==> src/rtl/raster_engine.sv <==
// Fixed-function rasterizer: NOP/FILL/POINT/RECT/LINE into a row-major
// framebuffer, one registered pixel write per clock.
module raster_engine #(
  parameter int FB_WIDTH  = 214,
  parameter int FB_HEIGHT = 160,
  parameter int COORD_W   = 8,
  parameter int COLOUR_W  = 3,
  parameter int ADDR_W    = 16
) (
  input  logic                clk,
  input  logic                rst_async,
  input  logic [2:0]          command,
  input  logic [COORD_W-1:0]  x0,
  input  logic [COORD_W-1:0]  y0,
  input  logic [COORD_W-1:0]  x1,
  input  logic [COORD_W-1:0]  y1,
  input  logic [COLOUR_W-1:0] colour,
  input  logic                execute_request,
  output logic                busy,
  output logic [ADDR_W-1:0]   fb_addr,
  output logic                fb_write_en,
  output logic [COLOUR_W-1:0] fb_pixel
);

  localparam int EW = COORD_W + 3;
  localparam logic [ADDR_W-1:0] W_A    = ADDR_W'(FB_WIDTH);
  localparam logic [ADDR_W-1:0] LAST_A = ADDR_W'(FB_WIDTH * FB_HEIGHT - 1);

  typedef enum logic [2:0] {
    S_IDLE, S_FILL, S_POINT, S_RECT, S_LINE, S_NOP
  } state_t;

  state_t                r_state;
  logic                  r_busy;
  logic                  r_we;
  logic [ADDR_W-1:0]     r_addr;
  logic [COLOUR_W-1:0]   r_colour;
  logic [COORD_W-1:0]    r_x;
  logic [COORD_W-1:0]    r_y;
  logic [COORD_W-1:0]    r_xl;
  logic [COORD_W-1:0]    r_xe;
  logic [COORD_W-1:0]    r_ye;
  logic signed [EW-1:0]  r_dx;
  logic signed [EW-1:0]  r_dy;
  logic signed [EW-1:0]  r_err;
  logic                  r_sx;
  logic                  r_sy;

  function automatic logic f_vis(input logic [COORD_W-1:0] x,
                                 input logic [COORD_W-1:0] y);
    return (32'(x) < FB_WIDTH) && (32'(y) < FB_HEIGHT);
  endfunction

  // Accept-time values: normalised rect corners, line deltas, start address
  logic                  w_fill;
  logic                  w_rect;
  logic [COORD_W-1:0]    w_xl;
  logic [COORD_W-1:0]    w_xh;
  logic [COORD_W-1:0]    w_yl;
  logic [COORD_W-1:0]    w_yh;
  logic [COORD_W-1:0]    w_sx0;
  logic [COORD_W-1:0]    w_sy0;
  logic [ADDR_W-1:0]     w_saddr;
  logic signed [EW-1:0]  w_ldx;
  logic signed [EW-1:0]  w_ldy;
  state_t                w_cmd_state;

  assign w_fill  = (command == 3'd1);
  assign w_rect  = (command == 3'd3);
  assign w_xl    = (x0 < x1) ? x0 : x1;
  assign w_xh    = (x0 < x1) ? x1 : x0;
  assign w_yl    = (y0 < y1) ? y0 : y1;
  assign w_yh    = (y0 < y1) ? y1 : y0;
  assign w_sx0   = w_fill ? '0 : (w_rect ? w_xl : x0);
  assign w_sy0   = w_fill ? '0 : (w_rect ? w_yl : y0);
  assign w_saddr = ADDR_W'(w_sy0) * W_A + ADDR_W'(w_sx0);
  assign w_ldx   = (x1 >= x0) ? $signed(EW'(x1 - x0))
                              : $signed(EW'(x0 - x1));
  assign w_ldy   = (y1 >= y0) ? -$signed(EW'(y1 - y0))
                              : -$signed(EW'(y0 - y1));

  always_comb begin
    case (command)
      3'd1:    w_cmd_state = S_FILL;
      3'd2:    w_cmd_state = S_POINT;
      3'd3:    w_cmd_state = S_RECT;
      3'd4:    w_cmd_state = S_LINE;
      default: w_cmd_state = S_NOP;
    endcase
  end

  // Next pixel, stepped incrementally from the one being presented
  logic signed [EW-1:0]  w_e2;
  logic [COORD_W-1:0]    w_nx;
  logic [COORD_W-1:0]    w_ny;
  logic [ADDR_W-1:0]     w_naddr;
  logic signed [EW-1:0]  w_nerr;
  logic                  w_last;

  assign w_e2 = r_err <<< 1;

  always_comb begin
    w_nx    = r_x;
    w_ny    = r_y;
    w_naddr = r_addr;
    w_nerr  = r_err;
    w_last  = 1'b1;
    case (r_state)
      S_FILL: begin
        w_last  = (r_addr == LAST_A);
        w_naddr = r_addr + 1'b1;
      end
      S_RECT: begin
        w_last = (r_x == r_xe) && (r_y == r_ye);
        if (r_x == r_xe) begin
          w_nx    = r_xl;
          w_ny    = r_y + 1'b1;
          w_naddr = r_addr + W_A - ADDR_W'(r_xe - r_xl);
        end else begin
          w_nx    = r_x + 1'b1;
          w_naddr = r_addr + 1'b1;
        end
      end
      S_LINE: begin
        w_last = (r_x == r_xe) && (r_y == r_ye);
        if (w_e2 >= r_dy) begin
          w_nerr  = w_nerr + r_dy;
          w_nx    = r_sx ? r_x - 1'b1 : r_x + 1'b1;
          w_naddr = r_sx ? w_naddr - 1'b1 : w_naddr + 1'b1;
        end
        if (w_e2 <= r_dx) begin
          w_nerr  = w_nerr + r_dx;
          w_ny    = r_sy ? r_y - 1'b1 : r_y + 1'b1;
          w_naddr = r_sy ? w_naddr - W_A : w_naddr + W_A;
        end
      end
      default: ;
    endcase
  end

  always_ff @(posedge clk or posedge rst_async) begin
    if (rst_async) begin
      r_state  <= S_IDLE;
      r_busy   <= 1'b0;
      r_we     <= 1'b0;
      r_addr   <= '0;
      r_colour <= '0;
      r_x      <= '0;
      r_y      <= '0;
      r_xl     <= '0;
      r_xe     <= '0;
      r_ye     <= '0;
      r_dx     <= '0;
      r_dy     <= '0;
      r_err    <= '0;
      r_sx     <= 1'b0;
      r_sy     <= 1'b0;
    end else begin
      case (r_state)
        S_IDLE: begin
          if (execute_request) begin
            r_state  <= w_cmd_state;
            r_busy   <= 1'b1;
            r_colour <= colour;
            r_x      <= w_sx0;
            r_y      <= w_sy0;
            r_addr   <= w_saddr;
            r_xl     <= w_xl;
            r_xe     <= w_rect ? w_xh : x1;
            r_ye     <= w_rect ? w_yh : y1;
            r_dx     <= w_ldx;
            r_dy     <= w_ldy;
            r_err    <= w_ldx + w_ldy;
            r_sx     <= (x1 < x0);
            r_sy     <= (y1 < y0);
            r_we     <= (w_cmd_state != S_NOP) && f_vis(w_sx0, w_sy0);
          end
        end
        default: begin
          if (w_last) begin
            r_state <= S_IDLE;
            r_busy  <= 1'b0;
            r_we    <= 1'b0;
          end else begin
            r_x    <= w_nx;
            r_y    <= w_ny;
            r_addr <= w_naddr;
            r_err  <= w_nerr;
            r_we   <= f_vis(w_nx, w_ny);
          end
        end
      endcase
    end
  end

  assign busy        = r_busy;
  assign fb_addr     = r_addr;
  assign fb_write_en = r_we;
  assign fb_pixel    = r_colour;

endmodule
==> config.mk <==
export PLATFORM = sky130hd
export DESIGN_NAME = raster_engine
export DESIGN_NICKNAME = d
export VERILOG_FILES = /design/src/rtl/raster_engine.sv
export SDC_FILE = /design/constraint.sdc
export NUM_CORES = 1
export LEC_CHECK = 0
export BUFFER_PORTS_ARGS = -buffer_cell sky130_fd_sc_hd__buf_4
export CAP_MARGIN = 20
export CORE_MARGIN = 2
export CORE_UTILIZATION = 45
export CTS_BUF_LIST = sky130_fd_sc_hd__clkbuf_2 sky130_fd_sc_hd__clkbuf_4 sky130_fd_sc_hd__clkbuf_8
export DETAILED_ROUTE_END_ITERATION = 12
export PLACE_DENSITY = 0.72
export SLEW_MARGIN = 20
export SYNTH_ARGS = -nofsm -noshare
export SYNTH_HDL_FRONTEND = slang
export SYNTH_SLANG_ARGS = --single-unit
==> constraint.sdc <==
create_clock -name clk -period 4.85 [get_ports clk]
set_input_delay 0.97 -clock clk [delete_from_list [all_inputs] [get_ports clk]]
set_output_delay 0.97 -clock clk [all_outputs]
set_load 0.02 [all_outputs]
# [Word-level counts from Yosys, hierarchy flattened]
# Cells that the tools add are included.
[op_classes] add_sub_neg=21 multipliers=1 n_div=0 magnitude_cmp=12 eq_ne=13 shifts=0 n_mux=54 bitwise_logic=0 reduce_logical=14
[ops] op="$mux 8" n=22
[ops] op="$mux 16" n=9
[ops] op="$mux 11" n=9
[ops] op="$pmux 16 s3" n=1
[ops] op="$sub 8x8->9" n=5
[ops] op="$add 11x11->11" n=3
[ops] op="$add 16x8->16 const B" n=2
[ops] op="$lt 8x8->1" n=4
[ops] op="$lt 8x8->1 const B" n=4
[ops] op="$pmux 8 s2" n=2
[ops] op="$neg 9->11" n=2
[ops] op="$add 16x1->16 const B" n=1
[ops] op="$add 16x8->16" n=1
[ops] op="$add 8x1->8 const B" n=2
[ops] op="$eq 16x16->1 const B" n=1
[ops] op="$eq 8x8->1" n=2
[ops] op="$ge 8x8->1" n=2
[ops] op="$sub 16x1->16 const B" n=1
[ops] op="$sub 16x16->16" n=1
[ops] op="$sub 16x8->16 const B" n=1
[ops] op="$sub 8x1->8 const B" n=2
[ops] op="$mul 8x7->15 const B" n=1
[ops] op="$pmux 3 s4" n=1
[ops] op="$ge 11x11->1" n=1
[ops] op="other kinds (17)" n=35
[word_totals] reg_bits=99 latchBits=0 ramBits=0 rom_bits=0 inputBits=41 output_inout_bits=21 elab_cells=130 n_memories=0

# [Logic depth before layout (Yosys ltp)]
# Gate-level depths: netlist of the first run.
[logic_depth] depth_word=10 ltp_mapped=28 depth_no_buf=26

# [Worst setup path before layout of the first run]
# Ideal clock, no wire load.
[synth_path] kind="in2reg" start="input y0[2]" end="register r_addr[15] (netlist: fb_addr[15])" setup_ps=94 arrival_ps=6964 t_required_ps=4756 slack_ps=-2208 path_stages=26 path_buffers=2 cell_sequence="inv_1 -> ha_1 -> buf_2 -> o21a_1 -> o31a_2 -> o21ai_4 -> nand2_1 -> clkbuf_1 -> nand2_1 -> a21oi_1 -> ha_1 -> fa_1 -> fa_1 -> inv_1 -> fa_1 -> inv_1 -> ha_1 -> a21o_1 -> nor2_1 -> nor3b_1 -> a21oi_1 -> o31a_1 -> a211oi_1 -> nor4_4 -> xor2_1 -> a211oi_1"
[synth_via] elab_chain_cells=8
[synth_lines] item="from (decl)" line_no="14" rtl="input logic [COORD_W-1:0] y0,"
[synth_lines] item="$lt 8x8->1" line_no="72" rtl="assign w_yl = (y0 < y1) ? y0 : y1;"
[synth_lines] item="$mux 8" line_no="72"
[synth_lines] item="$mux 8 (*) (2 in series)" line_no="75" rtl="assign w_sy0 = w_fill ? '0 : (w_rect ? w_yl : y0);"
[synth_lines] item="$mul 8x7->15 (*)" line_no="76" rtl="assign w_saddr = ADDR_W'(w_sy0) * W_A + ADDR_W'(w_sx0);"
[synth_lines] item="$add 16x8->16 (*)" line_no="76"
[synth_lines] item="$mux 16 (*)" line_no="161" rtl="if (execute_request) begin"
[synth_lines] item="$mux 16 (*)" line_no="159" rtl="case (r_state)"
[synth_lines] item="to (signal assigned)" line_no="167" rtl="r_addr <= w_saddr;"
[synth_lines] item="to (signal assigned)" line_no="187" rtl="r_addr <= w_naddr;"
[synth_lines] item="to (decl)" line_no="36" rtl="logic [ADDR_W-1:0] r_addr;"
# Every way passes the cells marked *; elsewhere a longest branch is shown, timed or not. The select of a mux whose other input is x is not followed.
# A chain may end at the register's enable or synchronous reset.

# [Worst setup path in the final report of the first run]
[layout_path] start="input y0[1]" end="register r_addr[14] (netlist: fb_addr[14])"
# Same word-level chain as after synthesis.

==> results of run 1 <==
-- worst min-delay path: stages (launching register included) --
cell and delay, ps:
dfrtp_1 360, nand2_1 50, o21ai_0 60
-- sequential cells by signal (all words and copies together), names as in the netlist --
| register | cells |
|---|---|
| busy | 1 |
| r_y | 8 |
| r_xe | 8 |
| r_state | 3 |
| r_sy | 1 |
| r_xl | 8 |
| r_ye | 8 |
| r_dx | 9 |
| r_sx | 1 |
| fb_pixel | 3 |
| fb_write_en | 1 |
| r_dy | 11 |
| r_err | 10 |
| fb_addr | 16 |
| r_x | 8 |
-- metrics by stage --
step | total power [uW] | instances | worst slack [ps] | util, % | hold WS, ps
after CTS | 4460 | 2394 | -1050 | 56.0 | 494
after floorplan | 2380 | 1765 | -1640 | - | 450
after global placement | 3480 | 2373 | -1590 | 54.6 | 461
after global routing | 5040 | 2399 | -1310 | 56.7 | 504
final | 4740 | 2399 | -1090 | 56.7 | 493
after detailed placement | 3560 | 2373 | -1720 | 54.6 | 470
-- cell families (layout without fill, tap and decap cells) --
kind of cell    count (synthesis)  count (layout)
simple gates                  534             534
fa+ha+maj                     208             208
compound gates                493             493
mux                            55              55
buf+inv                       218             462
xor+xnor                      161             161
flops                          96              96
-- cells in the mapped netlist, types with 5 or more instances --
cell type and instances:
ha_1 187, nand2_1 173, nor2_1 160, a21oi_1 159, inv_1 139, o21ai_0 137
xnor2_1 113, dfrtp_1 96, clkbuf_1 65, xor2_1 47, nand3_1 41, mux2i_1 36
a21o_1 35, nor3_1 30, nor2b_1 23, fa_1 21, mux2_2 19, o21a_1 19
o21bai_1 18, nand4_1 16, a221oi_1 15, and3_1 15, nor4_1 13, nand2b_1 11
a31oi_1 10, o211ai_1 10, o22ai_1 9, a211oi_1 8, o31ai_1 8, a22oi_1 6
buf_2 6, o32ai_1 6, or3_1 6, or4_1 6, a211o_1 5, a22o_1 5
nand3b_1 5, or2_2 5
-- how the worst max path moves through the flow --
stage	slack (ps)	from	cells past startpoint	endpoint
floorplan	-1640	y0[1]	26	fb_addr[14]
global placement	-1590	y0[1]	27	fb_addr[14]
detailed placement	-1720	y0[1]	28	fb_addr[13]
CTS	-1050	y0[1]	28	fb_addr[15]
global route	-1310	y0[1]	28	fb_addr[15]
finish	-1090	y0[1]	28	fb_addr[14]
-- power by group through the flow --
stage / Sequential, uW / Combinational [uW] / Clock, uW
after floorplan: 816 / 1560 / 0
after global placement: 816 / 2670 / 0
after detailed placement: 816 / 2740 / 0
after CTS: 800 / 3050 / 602
after global routing: 800 / 3600 / 635
final: 800 / 3330 / 604
-- layout make-up --
cell class / instances / area (sq um)
clock buffer: 9 / 124
inverter: 140 / 534
tap: 390 / 488
clock inverter: 7 / 85.1
multi-input combinational: 1451 / 10900
sequential: 96 / 2400
timing repair buffer: 306 / 2350
fill: 2643 / 12900
-- layer usage --
layer	routed length, um	global-route usage [%]	vias to the layer above
met3	2990	3.92	100
met1	18900	36.8	6683
met5	0	0	-
met4	1670	11.1	0
li1	-	-	6700
met2	20300	46.7	524
-- what timing repair did --
| action | CTS | global route |
|---|---|---|
| gates resized for setup | 45 | 33 |
| endpoints found under the hold margin | 0 | 0 |
| endpoints found under the setup margin | 12 | 13 |
| pin swaps | 27 | 13 |
| setup buffers | 5 | 4 |
| gates cloned | 0 | 0 |
==> results.yml, run 1 <==
outcome:
  status: "finished, violations left"
  violations: "negative setup slack"
finish:
  final_cell_mix: "buf_4, ha_1, nand2_1"
  nets: 2253
  mostFrequentLayoutCell: "buf_4"
  drive_gt1_share_pct: 22.0
  antenna-diode-count: 0
  area_growth_syn_to_layout_pct: 23.8
  stdcell_area_sq_um: 16900
logic_synthesis:
  syn-num-nets: 2014
  synth_compound_area_share_pct: 22.5
  synth_area_per_cell_sq_um: 7.72
  synth_top_family_by_area: "compound AO/OA/AOI/OAI gates"
  synth_area_sq_um: 13600
  synth_seq_cells: 96
  synth_area_leader_cell: "dfrtp_1"
  yosys_warnings: 0
  yosys.cell_types.count: 88
  synthArstFlopShare_pct: 100
  synth_flop_cell: "dfrtp_1"
  synthTopCellsByArea: "dfrtp_1, ha_1, xnor2_1"
  ys_seq_area_share_pct: 17.6
  synthMuxAreaShare_pct: 4.22
  synth-edff-count: 0
  synth-xor-area-share_pct: 10.5
  synthAdderAreaFrac_pct: 20.3
  synth_cells: 1765
  synth.top_cell.area_share_pct: 17.6
  synth-simple-area-share_pct: 18.7
grt:
  grt_pass1_wl_mm: 70.7
  track_usage_pct: 28.1
  grt_overflow: 0
  antenna_found_initial: 0
  grt_pass1_vias: 13700
  grt_max_degree: 76
setup_path:
  reg2reg_slack_ps: 130
  crit_type: "primary input to flop"
  end_kind: "flop"
  cpLargestDelayFamily: "adder cells"
  max_stage_delay_ps: 520
  rr_worst_depth: 20
  path_buf_inv: 6
  r2r_end: "r_err[9]"
  critPathSlowestCell: "fa_1"
  arrival_ps: 6220
  crit_required_ps: 5140
  start_kind: "primary input"
  crit_fanout: 4
  reg2reg_from: "r_dy[5]"
die:
  core-area_sq_um: 29700
  start_util_pct: 45.8
  die_h_um: 178
  die_area_sq_um: 31700
  num_io_pins: 62
  die_width_um: 178
  rows: 63
routing:
  via_per_inst: 5.84
  drt-pass1-iter-count: 5
  drtIter0Drc: 1061
  drc: 0
  num_vias: 14000
  wire_per_inst_um: 18.3
  drt_wl_total_mm: 43.8
  ant_nets: 0
timing:
  setup_viol: 10
  setup_slack_ps: -1090
  rsz0062_at_grt: "true"
  tns_ps: -8320
  tightest_slew_ps: 929
  slew_violations: 0
  fin_crit_ps: 5940
  clock.fmax_mhz: 168
  slew_headroom_pct: 38.1
  finalCritPeriodShare_pct: 122
  hold_violations: 0
  fin_skew_ps: 27.4
clock_tree:
  cts_buffers: 9
  holdBufCountCts: 0
  cts.sinks: 96
  root_buffer: "clkbuf_8"
  cts_tree: "yes"
  htreeDepth: 3
  clockBufferDepth: 2
  clk_pin_slew_ps: 110
  clk_latency_ps: 430
power_and_ir_drop:
  netSwitchingPower_uw: 1920
  leakagePower_uw: 0.00801
  switching_share_pct: 40.6
  clock_power_share_pct: 12.7
  combPwrFrac_pct: 70.4
  p_int_uw: 2810
  vdd_ir_drop_max_mv: 0.308
  pwr-share-seq_pct: 16.9
  powerDensity_nw_per_um2: 281
worst_hold_path:
  hold_path.class: "flop to flop"
  min-delay-start: "r_xl[3]"
  hold_end: "r_xl[3]"
  whs_path_depth: 2
place:
  postPlaceCellArea_sq_um: 16200
  dpl.hpwl_mm: 35.1
  portBuffers: 61
  gp_congestion: 0.954
run:
  max_cap_viol_count: 0
Power figures use the tool's default switching activity.
==> run 2, diff against run 1 <==
--- a/config.mk
+++ b/config.mk
@@ -7,6 +7,7 @@
 export LEC_CHECK = 0
 export BUFFER_PORTS_ARGS = -buffer_cell sky130_fd_sc_hd__buf_4
 export CAP_MARGIN = 20
+export CORE_ASPECT_RATIO = 1.1
 export CORE_MARGIN = 2
 export CORE_UTILIZATION = 45
 export CTS_BUF_LIST = sky130_fd_sc_hd__clkbuf_2 sky130_fd_sc_hd__clkbuf_4 sky130_fd_sc_hd__clkbuf_8
==> constraint.sdc (replaced) <==
create_clock -name clk -period 7.4 [get_ports clk]
set_input_delay 1.48 -clock clk [delete_from_list [all_inputs] [get_ports clk]]
set_output_delay 1.48 -clock clk [all_outputs]
set_load 0.02 [all_outputs]
==> run 2 against run 1 <==
Final cell count is 9.0% lower. Clock skew shrank 11 ps. Critical path depth is 1 lower. Global-route usage is 2.3 points lower. Non-clock buffer count decreased by 199. Die area hardly changed. Sequential power shrank 35%. Flip-flop and latch count is the same. Utilization is 6.7 points lower. The flow now finishes without violations. Setup slack improved by 1600 ps. Register-to-register slack better by 2300 ps. Largest power group unchanged. Highest routed layer unchanged. Via count shrank 7.8%.
==> results.yml, run 2 (synthesis gave the netlist of run 1 again) <==
outcome:
  status: "finished clean"
routing:
  drt_wl_total_mm: 40.5
  num_vias: 12900
  drc: 0
  via_per_inst: 5.91
  ant_nets: 0
  wire_per_inst_um: 18.5
  drtIter0Drc: 995
  drt-pass1-iter-count: 6
finish:
  largest_reg_flops: 16
  nets: 2054
  final_cell_mix: "ha_1, nand2_1, a21oi_1"
  area_growth_syn_to_layout_pct: 9.01
  drive_gt1_share_pct: 9.78
  mostFrequentLayoutCell: "ha_1"
  antenna-diode-count: 0
  stdcell_area_sq_um: 14800
timing:
  tightest_slew_ps: 835
  tns_ps: 0
  setup_slack_ps: 479
  fin_crit_ps: 6920
  rsz0062_at_grt: "false"
  clock.fmax_mhz: 144
  hold_violations: 0
  slew_headroom_pct: 44.3
  slew_violations: 0
  finalCritPeriodShare_pct: 93.5
  setup_viol: 0
  fin_hold_ws_ps: 494
  fin_skew_ps: 16.7
place:
  dpl.hpwl_mm: 32.2
  gp_congestion: 0.916
  portBuffers: 61
  postPlaceCellArea_sq_um: 14600
  dpl_worst_slack_ps: -15.3
setup_path:
  startpoint: "y0[1]"
  start_kind: "primary input"
  cp_common_cell: "inv_1"
  critPathSlowestCell: "fa_1"
  critPathCapture: "fb_addr[15]"
  reg2reg_slack_ps: 2470
  crit_fanout: 5
  arrival_ps: 7230
  end_kind: "flop"
  max_stage_delay_ps: 540
  reg2reg_from: "r_xl[1]"
  crit_type: "primary input to flop"
  crit_required_ps: 7710
  rr_worst_depth: 22
  r2r_end: "fb_addr[13]"
grt:
  grt_overflow: 0
  grt_pass1_vias: 12500
  grt_max_degree: 78
  grt_pass1_wl_mm: 66.0
  track_usage_pct: 25.8
  antenna_found_initial: 0
die:
  core-area_sq_um: 29600
  num_io_pins: 62
  die_width_um: 170
  die_area_sq_um: 31700
  start_util_pct: 45.9
  die_h_um: 186
  rows: 66
power_and_ir_drop:
  vdd_ir_drop_max_mv: 0.125
  powerDensity_nw_per_um2: 151
  power_uw: 2240
  leakagePower_uw: 0.00692
clock_tree:
  cts.sinks: 96
  cts_tree: "yes"
  clk_latency_ps: 410
  root_buffer: "clkbuf_8"
  cts_buffers: 9
  clk_pin_slew_ps: 110
  clockBufferDepth: 2
  htreeDepth: 3
run:
  max_cap_viol_count: 0
worst_hold_path:
  hold_path.class: "flop to flop"
run 2: repair_timing:
action	CTS	global route
gates resized for setup	0	2
buffers inserted	0	0
hold buffers	0	0
endpoints found under the setup margin	0	3
hold endpoints to repair	0	0
run 2: layout make-up:
cell class	count	area [sq um]
repair buffers	107	807
inverters	140	528
well taps	374	468
clock inverters	7	108
multi-input cells	1451	10400
fillers	2832	14800
flip-flops and latches	96	2400
clock buffers	9	124
run 2: report_power, final:
part | switching (uW) | internal [uW] | total (uW)
clock network | 224 | 194 | 419
logic | 738 | 556 | 1290
registers | 0 | 524 | 524
run 2: worst max-delay path, delay by kind of cell:
kind | cells | cell delay, ps
XOR/XNOR | 1 | 90
AND/OR/NAND/NOR | 7 | 1430
adder cells (fa/ha/maj) | 6 | 2350
buffers and inverters | 5 | 310
AO/OA/AOI/OAI | 7 | 1410
multiplexers | 1 | 150
run 2: worst min-delay path by stage:
stage                            from          end  slack, ps  cells after the start
final                         r_xl[3]      r_xl[3]        490                      2
after global routing      fb_pixel[2]  fb_pixel[2]        530                      2
after detailed placement  fb_pixel[2]  fb_pixel[2]        470                      2
after floorplan               r_xl[3]      r_xl[3]        450                      2
after global placement    fb_pixel[2]  fb_pixel[2]        460                      2
after CTS                 fb_pixel[2]  fb_pixel[2]        500                      2
run 2: metrics by stage:
step,utilization (%),std cells
after floorplan,-,1765
after global placement,49.3,2168
after detailed placement,49.3,2168
after CTS,50.0,2184
after global routing,50.1,2184
final,50.1,2184
run 2: layer usage:
layer,track usage (%),vias up,share of wire [%]
met4,10.4,0,3.8
met5,0,-,0
met3,3.01,85,5.8
li1,-,6308,-
met1,34.3,6082,44
met2,42.8,436,46
